## src/rtl/uart_rx_byte.sv

```systemverilog
// Purpose:      8N1 UART byte receiver; 2-flop synchronised rxd, mid-bit sampling,
//               glitch-start rejection and framing-error detection.
// Latency:      done/error pulse 2+HALF_CNT+9*BIT_CNT+1 clocks after rxd falls.
// Backpressure: none; each byte is presented for one cycle and must be taken then.
// Ports:
//   clk_50m        in   system clock
//   rst            in   synchronous reset, active-high
//   uart_rxd       in   asynchronous serial line, idles high
//   uart_rx_data   out  [7:0] last good byte, held until the next good byte
//   uart_rx_done   out  one-cycle strobe, uart_rx_data valid in the same cycle
//   uart_rx_busy   out  high while a frame is in progress
//   uart_frame_err out  one-cycle strobe when the stop bit is sampled low
module uart_rx_byte #(
  parameter int CLK_FREQ = 50000000,
  parameter int BAUD     = 115200
) (
  input  logic       clk_50m,
  input  logic       rst,
  input  logic       uart_rxd,
  output logic [7:0] uart_rx_data,
  output logic       uart_rx_done,
  output logic       uart_rx_busy,
  output logic       uart_frame_err
);

  // BIT_CNT must be at least 4 for the half-bit offset to be meaningful.
  localparam int BIT_CNT  = CLK_FREQ / BAUD;
  localparam int HALF_CNT = BIT_CNT / 2;
  localparam int CNT_W    = $clog2(BIT_CNT);

  // The counter reads k-1 in the k-th cycle after it was cleared, so a
  // sample k clocks after the clear happens when it equals k-1.
  localparam logic [CNT_W-1:0] BIT_LAST  = CNT_W'(BIT_CNT - 1);
  localparam logic [CNT_W-1:0] HALF_LAST = CNT_W'(HALF_CNT - 1);

  typedef enum logic [1:0] {
    ST_IDLE,
    ST_START,
    ST_DATA,
    ST_STOP
  } state_t;

  state_t           r_state;
  logic [CNT_W-1:0] r_clk_cnt;
  logic [2:0]       r_bit_cnt;
  logic [7:0]       r_shift;
  logic [7:0]       r_rx_data;
  logic             r_done;
  logic             r_err;
  logic             r_rx_s1;
  logic             r_rx_sync;
  logic             r_rx_prev;

  state_t           w_state_nxt;
  logic [CNT_W-1:0] w_clk_cnt_nxt;
  logic [2:0]       w_bit_cnt_nxt;
  logic [7:0]       w_shift_nxt;
  logic [7:0]       w_rx_data_nxt;
  logic             w_done_nxt;
  logic             w_err_nxt;
  logic             w_start_edge;
  logic             w_bit_last;
  logic             w_half_last;

  // Synchroniser and edge-history flops. Clearing them to 0 means a line
  // held low through reset never looks like a falling edge.
  always_ff @(posedge clk_50m) begin
    if (rst) begin
      r_rx_s1   <= 1'b0;
      r_rx_sync <= 1'b0;
      r_rx_prev <= 1'b0;
    end else begin
      r_rx_s1   <= uart_rxd;
      r_rx_sync <= r_rx_s1;
      r_rx_prev <= r_rx_sync;
    end
  end

  assign w_start_edge = r_rx_prev & ~r_rx_sync;
  assign w_bit_last   = (r_clk_cnt == BIT_LAST);
  assign w_half_last  = (r_clk_cnt == HALF_LAST);

  always_ff @(posedge clk_50m) begin
    if (rst) begin
      r_state   <= ST_IDLE;
      r_clk_cnt <= '0;
      r_bit_cnt <= '0;
      r_shift   <= '0;
      r_rx_data <= '0;
      r_done    <= 1'b0;
      r_err     <= 1'b0;
    end else begin
      r_state   <= w_state_nxt;
      r_clk_cnt <= w_clk_cnt_nxt;
      r_bit_cnt <= w_bit_cnt_nxt;
      r_shift   <= w_shift_nxt;
      r_rx_data <= w_rx_data_nxt;
      r_done    <= w_done_nxt;
      r_err     <= w_err_nxt;
    end
  end

  always_comb begin
    w_state_nxt   = r_state;
    w_clk_cnt_nxt = r_clk_cnt + CNT_W'(1);
    w_bit_cnt_nxt = r_bit_cnt;
    w_shift_nxt   = r_shift;
    w_rx_data_nxt = r_rx_data;
    w_done_nxt    = 1'b0;
    w_err_nxt     = 1'b0;

    case (r_state)
      ST_IDLE: begin
        // Counter parked at 0; it starts counting the cycle after the edge.
        w_clk_cnt_nxt = '0;
        if (w_start_edge) begin
          w_state_nxt = ST_START;
        end
      end

      ST_START: begin
        if (w_half_last) begin
          w_clk_cnt_nxt = '0;
          // A line already back high at mid-start-bit was only a glitch.
          w_state_nxt   = r_rx_sync ? ST_IDLE : ST_DATA;
        end
      end

      ST_DATA: begin
        if (w_bit_last) begin
          w_clk_cnt_nxt = '0;
          // LSB arrives first, so shift in at the top and move right.
          w_shift_nxt   = {r_rx_sync, r_shift[7:1]};
          if (r_bit_cnt == 3'd7) begin
            w_bit_cnt_nxt = '0;
            w_state_nxt   = ST_STOP;
          end else begin
            w_bit_cnt_nxt = r_bit_cnt + 3'd1;
          end
        end
      end

      ST_STOP: begin
        if (w_bit_last) begin
          w_clk_cnt_nxt = '0;
          w_state_nxt   = ST_IDLE;
          if (r_rx_sync) begin
            w_rx_data_nxt = r_shift;
            w_done_nxt    = 1'b1;
          end else begin
            w_err_nxt     = 1'b1;
          end
        end
      end

      default: begin
        w_clk_cnt_nxt = '0;
        w_state_nxt   = ST_IDLE;
      end
    endcase
  end

  assign uart_rx_data   = r_rx_data;
  assign uart_rx_done   = r_done;
  assign uart_frame_err = r_err;
  // Busy drops in the same cycle the done/error strobe is visible.
  assign uart_rx_busy   = (r_state != ST_IDLE);

endmodule
```

## config.mk

```make
export PLATFORM = sky130hd
export DESIGN_NAME = uart_rx_byte
export DESIGN_NICKNAME = d
export VERILOG_FILES = /design/src/rtl/uart_rx_byte.sv
export SDC_FILE = /design/constraint.sdc
export NUM_CORES = 1
export LEC_CHECK = 0
export ABC_AREA = 1
export BUFFER_PORTS_ARGS = -buffer_cell sky130_fd_sc_hd__buf_4
export CORE_UTILIZATION = 44
export CTS_CLUSTER_DIAMETER = 50
export DETAILED_ROUTE_END_ITERATION = 6
export GPL_TIMING_DRIVEN = 0
export HOLD_SLACK_MARGIN = 0.03
export PLACE_DENSITY = 0.67
export SLEW_MARGIN = 20
export SYNTH_ARGS = -nofsm -noshare
export SYNTH_HDL_FRONTEND = slang
export SYNTH_SLANG_ARGS = --single-unit
export TNS_END_PERCENT = 1
```

## constraint.sdc

```tcl
create_clock -name clk_50m -period 1.5 [get_ports clk_50m]
set_input_delay 0.15 -clock clk_50m [delete_from_list [all_inputs] [get_ports clk_50m]]
set_output_delay 0.15 -clock clk_50m [all_outputs]
set_load 0.02 [all_outputs]
```

# After elaboration in Yosys (flattened, before gate mapping)
# Index checks and enable logic that the tools add are counted.
totals:
  inputBits: 3
  elab_cells: 47
  output_inout_bits: 11
  reg_bits: 35
op_classes:
  reduce_logical: 7
  bitwise: 4
  eq_ne: 11
  n_mux: 13
  add_sub_neg: 2
op_table:
  columns: ["cell", "count"]
  rows:
  - ["one-hot mux 9 bit (3 select lines)", 1]
  - ["2-to-1 mux 9 bit", 2]
  - ["2-to-1 mux 2 bit", 6]
  - ["inequality test 2 bit, second input constant", 5]
  - ["adder 9 x 1 -> 9 bit, second input constant", 1]
  - ["equality test 9 x 8 -> 1 bit, second input constant", 1]
  - ["equality test 9 bit, second input constant", 1]
  - ["one-hot mux 2 bit (4 select lines)", 1]
  - ["AND reduction 5 bit", 1]
  - ["equality test 2 bit, second input constant", 2]
  - ["adder 3 x 1 -> 3 bit, second input constant", 1]
  - ["equality test 3 bit, second input constant", 1]
  - ["2-to-1 mux 3 bit", 1]
  - ["NOT 1 bit", 3]
  - ["AND reduction 3 bit", 1]
  - ["OR reduction 3 bit", 1]
  - ["equality test 2 x 1 -> 1 bit, second input constant", 1]
  - ["logical NOT 2 bit", 1]
  - ["2-to-1 mux 1 bit", 2]
  - ["AND reduction 2 bit", 1]
  - ["nonzero test 2 bit", 1]
  - ["OR reduction 2 bit", 1]
  - ["AND 1 bit", 1]

# Logic depth before layout (Yosys ltp)
# Gate-level depths: netlist of run 1.
depth:
  ltp_word: 4
  ltp_mapped: 11
  depth_no_buf: 10

# Worst setup path after synthesis of run 1
# OpenSTA, ideal clock, no wires.
synth_path:
  kind: "reg2reg"
  start: "register r_clk_cnt[0]"
  end: "register r_shift[0]"
  t_required_ps: 1381
  arrival_ps: 1216
  setup_time_ps: 119
  path_buffers: 1
  slack_ps: 165
  synth_period_minus_slack_ps: 1335
  stages_incl_launch_ff: 10
  path_cell_list: "dfxtp_1 -> ha_1 -> nand2_1 -> nor2_1 -> nand2_2 -> inv_4 -> nand2_1 -> buf_2 -> o21ai_0 -> a21oi_1"
synth_between:
  elab_chain_len: 2
synth_lines:
  columns: ["item", "line", "rtl"]
  rows:
  - ["start, declared", "44", "logic [CNT_W-1:0] r_clk_cnt;"]
  - ["start signal, assigned", "94", "r_clk_cnt <= w_clk_cnt_nxt;"]
  - ["equality test 9 bit", "80", "assign w_bit_last = (r_clk_cnt == BIT_LAST);"]
  - ["AND reduction 2 bit (no line)", null, null]
  - ["end signal, assigned", "96", "r_shift <= w_shift_nxt;"]
  - ["end, declared", "46", "logic [7:0] r_shift;"]
# No other way between the ends.
# A chain may end at the register's enable or synchronous reset.

# Worst setup path after layout of run 1
layout_path:
  start: "register r_clk_cnt[1]"
  end: "register r_rx_data[7] (netlist: uart_rx_data[7])"
layout_between:
  elab_chain_len: 2
layout_lines:
  columns: ["item", "line", "rtl"]
  rows:
  - ["equality test 9 bit", "80", null]
  - ["AND reduction 3 bit (no line)", null, null]
  - ["end signal, assigned", "97", "r_rx_data <= w_rx_data_nxt;"]
  - ["end, declared", "47", "logic [7:0] r_rx_data;"]
# No other way between the ends.

==> qor.txt, run 1 <==
status = finished clean
Compound-Gate Fraction of Synth Area = 0.0726
kind of critical path = reg2reg
leakage = 0.826 nW
DP Cell Count = 264
row count = 20
Pre-antenna DRT Iters = 4
mux share of post-synthesis cell area = 0
Mapped Avg Cell Area = 7.29 um2
H-tree depth = 2
worst min-delay path category = in2reg
via count = 1,216
Root Driver = clkbuf_4
Die W = 60.7 um
global-route wire length before repair = 4220 um
Antenna Cells = 0
Slew headroom = 0.734
CP peak stage delay = 0.34 ns
largest net degree at the start of global routing = 11
Final Non-Filler Cells = 275
Main synth FF type = dfxtp_1
routed len/inst = 9.56 um
Slowest-stage cell, CP = dfxtp_2
simple-gate share of the synthesized area = 0.275
max-cap violations = 0
CP max FO = 8
Slew Limit Fails = 0
cell mode on critical path = nor2_1
Synth area leader = dfxtp_1
I/O pin cnt = 14
Power Total = 1.65 mW
Critical Path Start Type = flop
number of synthesized flops with an enable pin = 0
grt ovf = 0
total CTS buffers = 5
Required @ worst endpoint = 1.73 ns
clock sink total = 35
delay-heaviest family, CP = simple AND/OR/NAND/NOR gates
crit share post-route = 0.957
antenna violations before repair = 0
Synth top cells by count = 39 x nand2_1, 39 x nor2_1, 36 x inv_1
Residual DRC = 0
Buffers & Inverters on Critical Path = 3
f_max = 697 MHz
net count after synthesis = 216
DIE AREA = 3690 um2
Final HPWL DP = 1780 um
Setup Skew = 0.00438 ns
setup ws final = 0.0652 ns
Post-Synth Adder-Cell Area = 0.0413
Worst-Skew Late Latency = 0.33 ns
Synth async-reset ratio = 0
Synth top area share = 0.462
Total Wirelength = 2630 um
Die Height = 60.7 um
post-placement cell area = 1660 um2
Synth Area in XOR/XNOR = 0.0289
Synth area leaders = dfxtp_1 46%, nand2_1 9.7%, nor2_1 9.7%
count of different cell masters after synthesis = 23
ANT nets after route = 0
Mapped Area = 1520 um2
Peak VDD IR = 0.000731 V
vias in the first global route = 1,014
Arrival @ worst endpoint = 1.67 ns
post-synthesis cell count = 208
port bufs = 12
measured slew at the worst slew-check pin = 0.398 ns
DR iter-0 viols = 41
Worst setup EP type = flop
Starting Density = 0.481
vias per inst = 4.42
min Tclk post-route = 1.43 ns
sequential cell area fraction in the yosys report = 0.462
Layout area overhead = 17.4%
final instance area = 1780 um2
Longest Clk Path Bufs = 2
GPL Wtd Cong = 0.798
endpoints failing setup = 0
PD cells = 929 nW/um2
Core Util, Final = 0.565
largest family of logic cells by synthesized area = simple AND/OR/NAND/NOR gates
final hold vios = 0
Layout Nets = 240
unrepaired setup endpoints after global routing = true
Clk pin slew, worst setup/hold paths = 0.09 ns
Tot GR Track Use = 0.161
Yosys reg bits = 35
core area = 3150 um2
Synthesis Warnings = 0
CTS tree = yes
pre-CTS setup slack = -0.0112 ns
layout cell share with drive strength beyond 1 = 0.208
critical path, cell by cell = inv_2 > ha_1 > nand2_1 > nor2_1 > nand2_2 > inv_4 > nand4_4 > buf_6 > nor2_2 > nor2_1
[layout by cell type (no fill, tap or decap)]
master	count
nand2_1	39
inv_1	35
dfxtp_1	33
nor2_1	32
buf_4	16
a21oi_1	11
nor2_2	8
o21ai_0	6
nand3_1	5
ha_1	5
clkbuf_4	5
nand2_2	4
xor2_1	4
o21ai_1	4
inv_2	3
clkbuf_1	3
nor3_1	3
buf_2	2
nor3_2	2
buf_6	2
nand4_1	1
nand3_2	1
inv_4	1
o21ai_2	1
nand4_4	1
xnor2_1	1
dlygate4sd3_1	1
dfxtp_4	1
dfxtp_2	1
[power breakdown]
| group | internal [mW] | leakage (nW) | switching (mW) |
|---|---|---|---|
| clock network | 0.167 | 0.0242 | 0.278 |
| logic | 0.0799 | 0.518 | 0.144 |
| registers | 0.949 | 0.284 | 0.0375 |
| total | 1.20 | 0.826 | 0.459 |
[cell families after synthesis]
logic type / after synthesis
AOI/OAI and AO/OA: 22
xor gates and xnor gates: 5
adders and majority gates: 5
buffers and inverters: 45
DFF: 35
and+or+nand+nor: 96
[sequential cells by signal, indices dropped and copies added, names as in the netlist, named ones only]
signal and cells:
r_rx_sync 1, r_state 1, r_rx_s1 1, uart_rx_done 1
r_shift 8, r_clk_cnt 9, r_rx_prev 1, r_bit_cnt 3
uart_rx_data 8, uart_frame_err 1
[per-layer routing]
metal,wire length (um),global-route usage,vias up
li1,-,-,675
met1,1290,0.210,519
met2,1180,0.231,15
met3,89,0.0576,7
met4,62,0.0877,0
met5,0,0,-
[area by class of cell]
cell class / instances / area [um2]
Buffer: 6 / 36.3
Clock buffer: 6 / 41.3
Tap cell: 44 / 55.1
Timing Repair Buffer: 17 / 134
Multi-Input combinational cell: 128 / 659
Sequential cell: 35 / 706
Fill cell: 325 / 1370
Inverter: 39 / 149
[worst paths after layout]
check	slack [ns]	cells past startpoint	startpoint	to
hold reg to reg	0.41	2	r_rx_s1$_SDFF_PP0_	r_rx_sync$_SDFF_PP0_
setup reg to reg	0.07	10	r_clk_cnt[1]$_SDFF_PP0_	uart_rx_data[7]$_SDFFE_PP0P_
hold / removal	0.14	2	rst	r_rx_sync$_SDFF_PP0_
setup / recovery	0.07	10	r_clk_cnt[1]$_SDFF_PP0_	uart_rx_data[7]$_SDFFE_PP0P_
[worst register-to-register path, delay by kind of cell, from the launching register on]
kind	cells	cell delay [ns]
adders and majority gates	1	0.13
buffers and inverters	3	0.34
DFF	1	0.34
and+or+nand+nor	6	0.53
[timing repair]
item,in CTS,in global routing
resized for setup,2,19
endpoints found under the hold margin,1,0
pin swaps,0,2
hold buffers,1,0
gates cloned,0,1
setup endpoints to repair,9,26
setup buffers,0,3
[stage by stage]
step	TNS, ns	hold WS, ns
after floorplan	0	0.257
after global placement	0	0.355
after detailed placement	-0.0185	0.362
after CTS	0	0.136
after global routing	-0.276	0.150
final	0	0.137
(Power assumes the default switching activity.)
==> inputs of run 2 (changes only) <==
Settings changed: CTS_BUF_LIST set to sky130_fd_sc_hd__clkbuf_4.
==> run 2 against run 1 <==
- non-clock buffer count is the same
- sequential share of layout area shrank 0.083 points
- via count grew 0.41%
- die area is the same
- worst hold slack gained 0.0042 ns
- maximum frequency is essentially flat
- critical path depth is the same
- utilization grew 0.12 points
- setup slack gained 0.00054 ns
- highest routed layer unchanged
==> qor.txt, run 2 (synthesis results as in run 1) <==
Layout Nets = 240 (unchanged)
Worst setup EP type = flop
vias per inst = 4.44 (+0.41%)
cell mode on critical path = nor2_1
Clk pin slew, worst setup/hold paths = 0.09 ns (about the same)
Slew Limit Fails = 0 (unchanged)
setup ws final = 0.0657 ns (+0.000540 ns)
DIE AREA = 3690 um2 (unchanged)
final instance area = 1780 um2 (+0.21%)
Hold Path End = r_rx_sync$_SDFF_PP0_
Antenna Cells = 0 (unchanged)
Root Driver = clkbuf_4
pre-CTS setup slack = -0.0112 ns (unchanged)
CTS tree = yes
layout cell share with drive strength beyond 1 = 0.216 (+0.00866)
Buffers & Inverters on Critical Path = 3 (unchanged)
Die W = 60.7 um (unchanged)
CP peak stage delay = 0.34 ns (about the same)
worst min-delay path category = in2reg
global-route wire length before repair = 4220 um (+0.17%)
endpoints failing setup = 0 (unchanged)
Worst-Skew Late Latency = 0.33 ns (about the same)
total CTS buffers = 5 (unchanged)
via count = 1,221 (+0.41%)
post-placement cell area = 1660 um2 (unchanged)
crit share post-route = 0.956 (about the same)
grt ovf = 0 (unchanged)
critical path, cell by cell = inv_2 > ha_1 > nand2_1 > nor2_1 > nand2_2 > inv_4 > nand4_4 > buf_6 > nor2_2 > nor2_1
unrepaired setup endpoints after global routing = true
Required @ worst endpoint = 1.73 ns (about the same)
final hold vios = 0 (unchanged)
kind of critical path = reg2reg
Most flops, register = r_clk_cnt
Final HPWL DP = 1780 um (unchanged)
I/O pin cnt = 14 (unchanged)
Slowest-stage cell, CP = dfxtp_2
vias in the first global route = 1,011 (-0.30%)
worst reg-to-reg setup slack = 0.07 ns (about the same)
delay-heaviest family, CP = simple AND/OR/NAND/NOR gates
clock sink total = 35 (unchanged)
DR iter-0 viols = 39 (-4.9%)
min Tclk post-route = 1.43 ns (-0.000540 ns)
largest net degree at the start of global routing = 11 (unchanged)
Layout area overhead = 17.7%
max-cap violations = 0 (unchanged)
H-tree depth = 2 (unchanged)
leakage = 0.827 nW (+0.12%)
Power Total = 1.68 mW (+1.2%)
reg2reg end = uart_rx_data[7]$_SDFFE_PP0P_
port bufs = 12 (unchanged)
Tot GR Track Use = 0.161 (+0.000446)
Slew headroom = 0.721 (-0.0129)
Peak VDD IR = 0.000729 V (-0.20%)
Critical Path Start Type = flop
Critical R2R Launch = r_clk_cnt[1]$_SDFF_PP0_
CP max FO = 8 (unchanged)
status = finished clean
Starting Density = 0.481 (unchanged)
core area = 3150 um2 (unchanged)
Total Wirelength = 2640 um (+0.38%)
most frequent cells in the layout = 39 x nand2_1, 35 x inv_1, 33 x dfxtp_1
Arrival @ worst endpoint = 1.67 ns (about the same)
flip-flop count of the largest register after layout = 9 (unchanged)
Pre-antenna DRT Iters = 4 (unchanged)
routed len/inst = 9.59 um (+0.38%)
hold slack = 0.141 ns (+0.00415 ns)
antenna violations before repair = 0 (unchanged)
f_max = 697 MHz (about the same)
Die Height = 60.7 um (unchanged)
HP Start = rst
Residual DRC = 0 (unchanged)
GPL Wtd Cong = 0.798 (unchanged)
measured slew at the worst slew-check pin = 0.418 ns (+0.0194 ns)
Longest Clk Path Bufs = 2 (unchanged)
commonest non-fill, non-tap cell in the layout = nand2_1
cell count of the worst reg-to-reg path = 10 (unchanged)
Setup Skew = 0.00831 ns (+0.00393 ns)
ANT nets after route = 0 (unchanged)
hold depth = 2 (unchanged)
PD cells = 939 nW/um2 (+1.0%)
row count = 20 (unchanged)
[run 2: cell counts in the layout (fill, tap and decap cells not counted)]
Identical to the previous run, type by type.
[run 2: how the worst max path moves through the flow]
stage / startpoint / end / slack, ns / cells past startpoint
finish: r_clk_cnt[1]$_SDFF_PP0_ / uart_rx_data[7]$_SDFFE_PP0P_ / 0.07 / 10
global route: r_clk_cnt[1]$_SDFF_PP0_ / r_shift[5]$_SDFFE_PP0P_ / -0.04 / 10
CTS: r_clk_cnt[1]$_SDFF_PP0_ / uart_rx_data[3]$_SDFFE_PP0P_ / 0.006 / 10
detailed placement: r_clk_cnt[0]$_SDFF_PP0_ / uart_rx_data[3]$_SDFFE_PP0P_ / -0.01 / 9
global placement: r_clk_cnt[0]$_SDFF_PP0_ / uart_rx_data[4]$_SDFFE_PP0P_ / 0.006 / 9
floorplan: r_clk_cnt[0]$_SDFF_PP0_ / r_shift[0]$_SDFFE_PP0P_ / 0.16 / 9
[run 2: cell type report]
cell class,instances,area [um2]
fill,321,1370
sequential,35,706
multi-input combinational,128,662
inverter,39,149
timing repair buffer,17,134
tap,44,55.1
clock buffer,6,45.0
buffer,6,33.8
[run 2: repair_timing]
| item | CTS | global route |
|---|---|---|
| cloned | 0 | 1 |
| resized for setup | 2 | 18 |
| pin swaps | 0 | 2 |
| setup endpoints to repair | 9 | 26 |
| hold buffers | 1 | 0 |
| setup buffers | 0 | 3 |
| hold endpoints to repair | 1 | 0 |
[run 2: report_power, final]
part           switching, mW  internal, mW  total (mW)
Combinational          0.144        0.0799       0.224
Sequential            0.0374         0.949       0.987
Clock                  0.280         0.185       0.465
Total                  0.461          1.21        1.68
[run 2: through the flow]
| stage | utilization | setup TNS [ns] | instances |
|---|---|---|---|
| 3_5_place_dp | 0.527 | -0.0185 | 264 |
| 3_3_place_gp | 0.527 | 0 | 264 |
| 2_1_floorplan | - | 0 | 208 |
| 6_report | 0.566 | 0 | 275 |
| 4_1_cts | 0.545 | 0 | 271 |
| 5_1_grt | 0.566 | -0.358 | 275 |
[run 2: per-layer routing]
layer,routed length (um),part of all wire,GRT usage
met1,1330,0.50,0.211
met2,1170,0.44,0.231
met3,86,0.033,0.0576
met4,58,0.022,0.0877
met5,0,0,0
==> inputs of run 3 (changes only) <==
Settings changed: CELL_PAD_IN_SITES_DETAIL_PLACEMENT set to 1, CELL_PAD_IN_SITES_GLOBAL_PLACEMENT set to 1, PLACE_DENSITY 0.67 to 0.86, RECOVER_POWER set to 25.
==> run 3 against run 2 <==
- the flow now finishes with violations (setup timing)
- first-iteration DRC count decreased by 46%
- largest cell class unchanged
- die area unchanged
- global-route usage increased by 6.7 points
- highest routed layer unchanged
==> qor.txt, run 3 (synthesis results as in run 1) <==
status = complete, but fails checks
failing checks = setup timing
Antenna Cells = 0 (unchanged)
Layout area overhead = 14.6%
Power Total = 1.74 mW (+4.1%)
Core Util, Final = 0.551 (-0.0147)
port bufs = 12 (unchanged)
grt ovf = 0 (unchanged)
min Tclk post-route = 1.53 ns (+0.0937 ns)
Total Wirelength = 3650 um (+38%)
Arrival @ worst endpoint = 1.76 ns (+0.09 ns)
Pre-antenna DRT Iters = 6 (+2)
Final Non-Filler Cells = 272 (-1.1%)
routed len/inst = 13.4 um (+40%)
layout cell share with drive strength beyond 1 = 0.158 (-0.0586)
I/O pin cnt = 14 (unchanged)
final hold vios = 0 (unchanged)
total CTS buffers = 5 (unchanged)
Required @ worst endpoint = 1.73 ns (about the same)
Setup Skew = 0.00580 ns (-0.00250 ns)
Longest Clk Path Bufs = 2 (unchanged)
via count = 1,331 (+9.0%)
CTS tree = yes
GPL Wtd Cong = 0.791 (-0.81%)
antenna violations before repair = 0 (unchanged)
clock sink total = 35 (unchanged)
Final HPWL DP = 2600 um (+47%)
Tot GR Track Use = 0.228 (+0.0672)
commonest non-fill, non-tap cell in the layout = nand2_1
post-placement cell area = 1660 um2 (unchanged)
hold slack = 0.129 ns (-0.0118 ns)
Peak VDD IR = 0.000587 V (-20%)
Starting Density = 0.481 (unchanged)
leakage = 0.789 nW (-4.6%)
pre-CTS setup slack = -0.0758 ns (-0.0646 ns)
Die Height = 60.7 um (unchanged)
Critical Path Start Type = flop
DR iter-0 viols = 21 (-46%)
measured slew at the worst slew-check pin = 0.466 ns (+0.0481 ns)
Slew Limit Fails = 0 (unchanged)
DP Cell Count = 264 (unchanged)
largest net degree at the start of global routing = 11 (unchanged)
Worst-Skew Late Latency = 0.34 ns (about the same)
core area = 3150 um2 (unchanged)
setup ws final = -0.0280 ns (-0.0937 ns)
most frequent cells in the layout = 39 x nand2_1, 36 x nor2_1, 35 x inv_1
CP max FO = 10 (+2)
vias in the first global route = 1,418 (+40%)
final instance area = 1740 um2 (-2.6%)
Residual DRC = 0 (unchanged)
PD cells = 1000 nW/um2 (+6.9%)
unrepaired setup endpoints after global routing = true
Root Driver = clkbuf_4
kind of critical path = reg2reg
Most flops, register = r_clk_cnt
H-tree depth = 2 (unchanged)
DIE AREA = 3690 um2 (unchanged)
crit share post-route = 1.02 (+0.0624)
max-cap violations = 0 (unchanged)
ANT nets after route = 0 (unchanged)
flip-flop count of the largest register after layout = 9 (unchanged)
f_max = 654 MHz (-6.1%)
Clk pin slew, worst setup/hold paths = 0.10 ns (about the same)
Worst setup EP type = flop
Die W = 60.7 um (unchanged)
worst min-delay path category = in2reg
Slew headroom = 0.689 (-0.0321)
row count = 20 (unchanged)
Layout Nets = 237 (-1.3%)
endpoints failing setup = 1 (+1)
Sum Neg Setup Slack = -0.0280 ns (-0.0280 ns)
vias per inst = 4.89 (+10%)
global-route wire length before repair = 5980 um (+42%)
==> run 3: changes by cell type in the layout (fill, tap and decap cells not counted), sizes merged <==
cell,delta
buf,-11
clkbuf,+8
==> run 3: timing repair <==
action / 4_1_cts / 5_1_grt
hold buffers: 1 / 0
setup endpoints to repair: 16 / 27
hold endpoints to repair: 1 / 0
resized for setup: 4 / 16
pin swaps: 1 / 1
setup buffers: 0 / 1
==> run 3: layout make-up <==
cell class                 instances  area (um2)
sequential                        35         703
inverter                          39         149
clock buffer                       6        45.0
multi-input combinational        128         661
buffer                             6        43.8
tap                               44        55.1
timing repair buffer              14        81.3
fill                             436        1420
==> run 3: power by group <==
part | leakage (nW) | internal, mW | total, mW | switching [mW]
logic | 0.478 | 0.0816 | 0.267 | 0.185
clock network | 0.0276 | 0.185 | 0.489 | 0.304
registers | 0.284 | 0.950 | 0.989 | 0.0392
==> run 3: worst paths after layout <==
kind,from,to,slack [ns],cells after the start
worst max-delay path,r_clk_cnt[0]$_SDFF_PP0_,r_shift[5]$_SDFFE_PP0P_,-0.03,9
worst max register to register,r_clk_cnt[0]$_SDFF_PP0_,r_shift[5]$_SDFFE_PP0P_,-0.03,9
worst min-delay path,rst,r_rx_sync$_SDFF_PP0_,0.13,2
worst min register to register,r_rx_s1$_SDFF_PP0_,r_rx_sync$_SDFF_PP0_,0.42,2
==> run 3: critical path, stage by stage (launching register included) <==
cell	delay [ns]
dfxtp_2	0.38
ha_1	0.15
nand2_1	0.06
nor2_2	0.09
nand2_2	0.09
inv_4	0.09
nand2_1	0.09
buf_6	0.16
o21ai_0	0.23
a21oi_1	0.07
==> run 3: routing by layer <==
metal / track usage / up-vias / routed length [um]
li1: - / 666 / -
met1: 0.236 / 641 / 1540
met2: 0.408 / 17 / 1940
met3: 0.0810 / 7 / 105
met4: 0.114 / 0 / 72
met5: 0 / - / 0
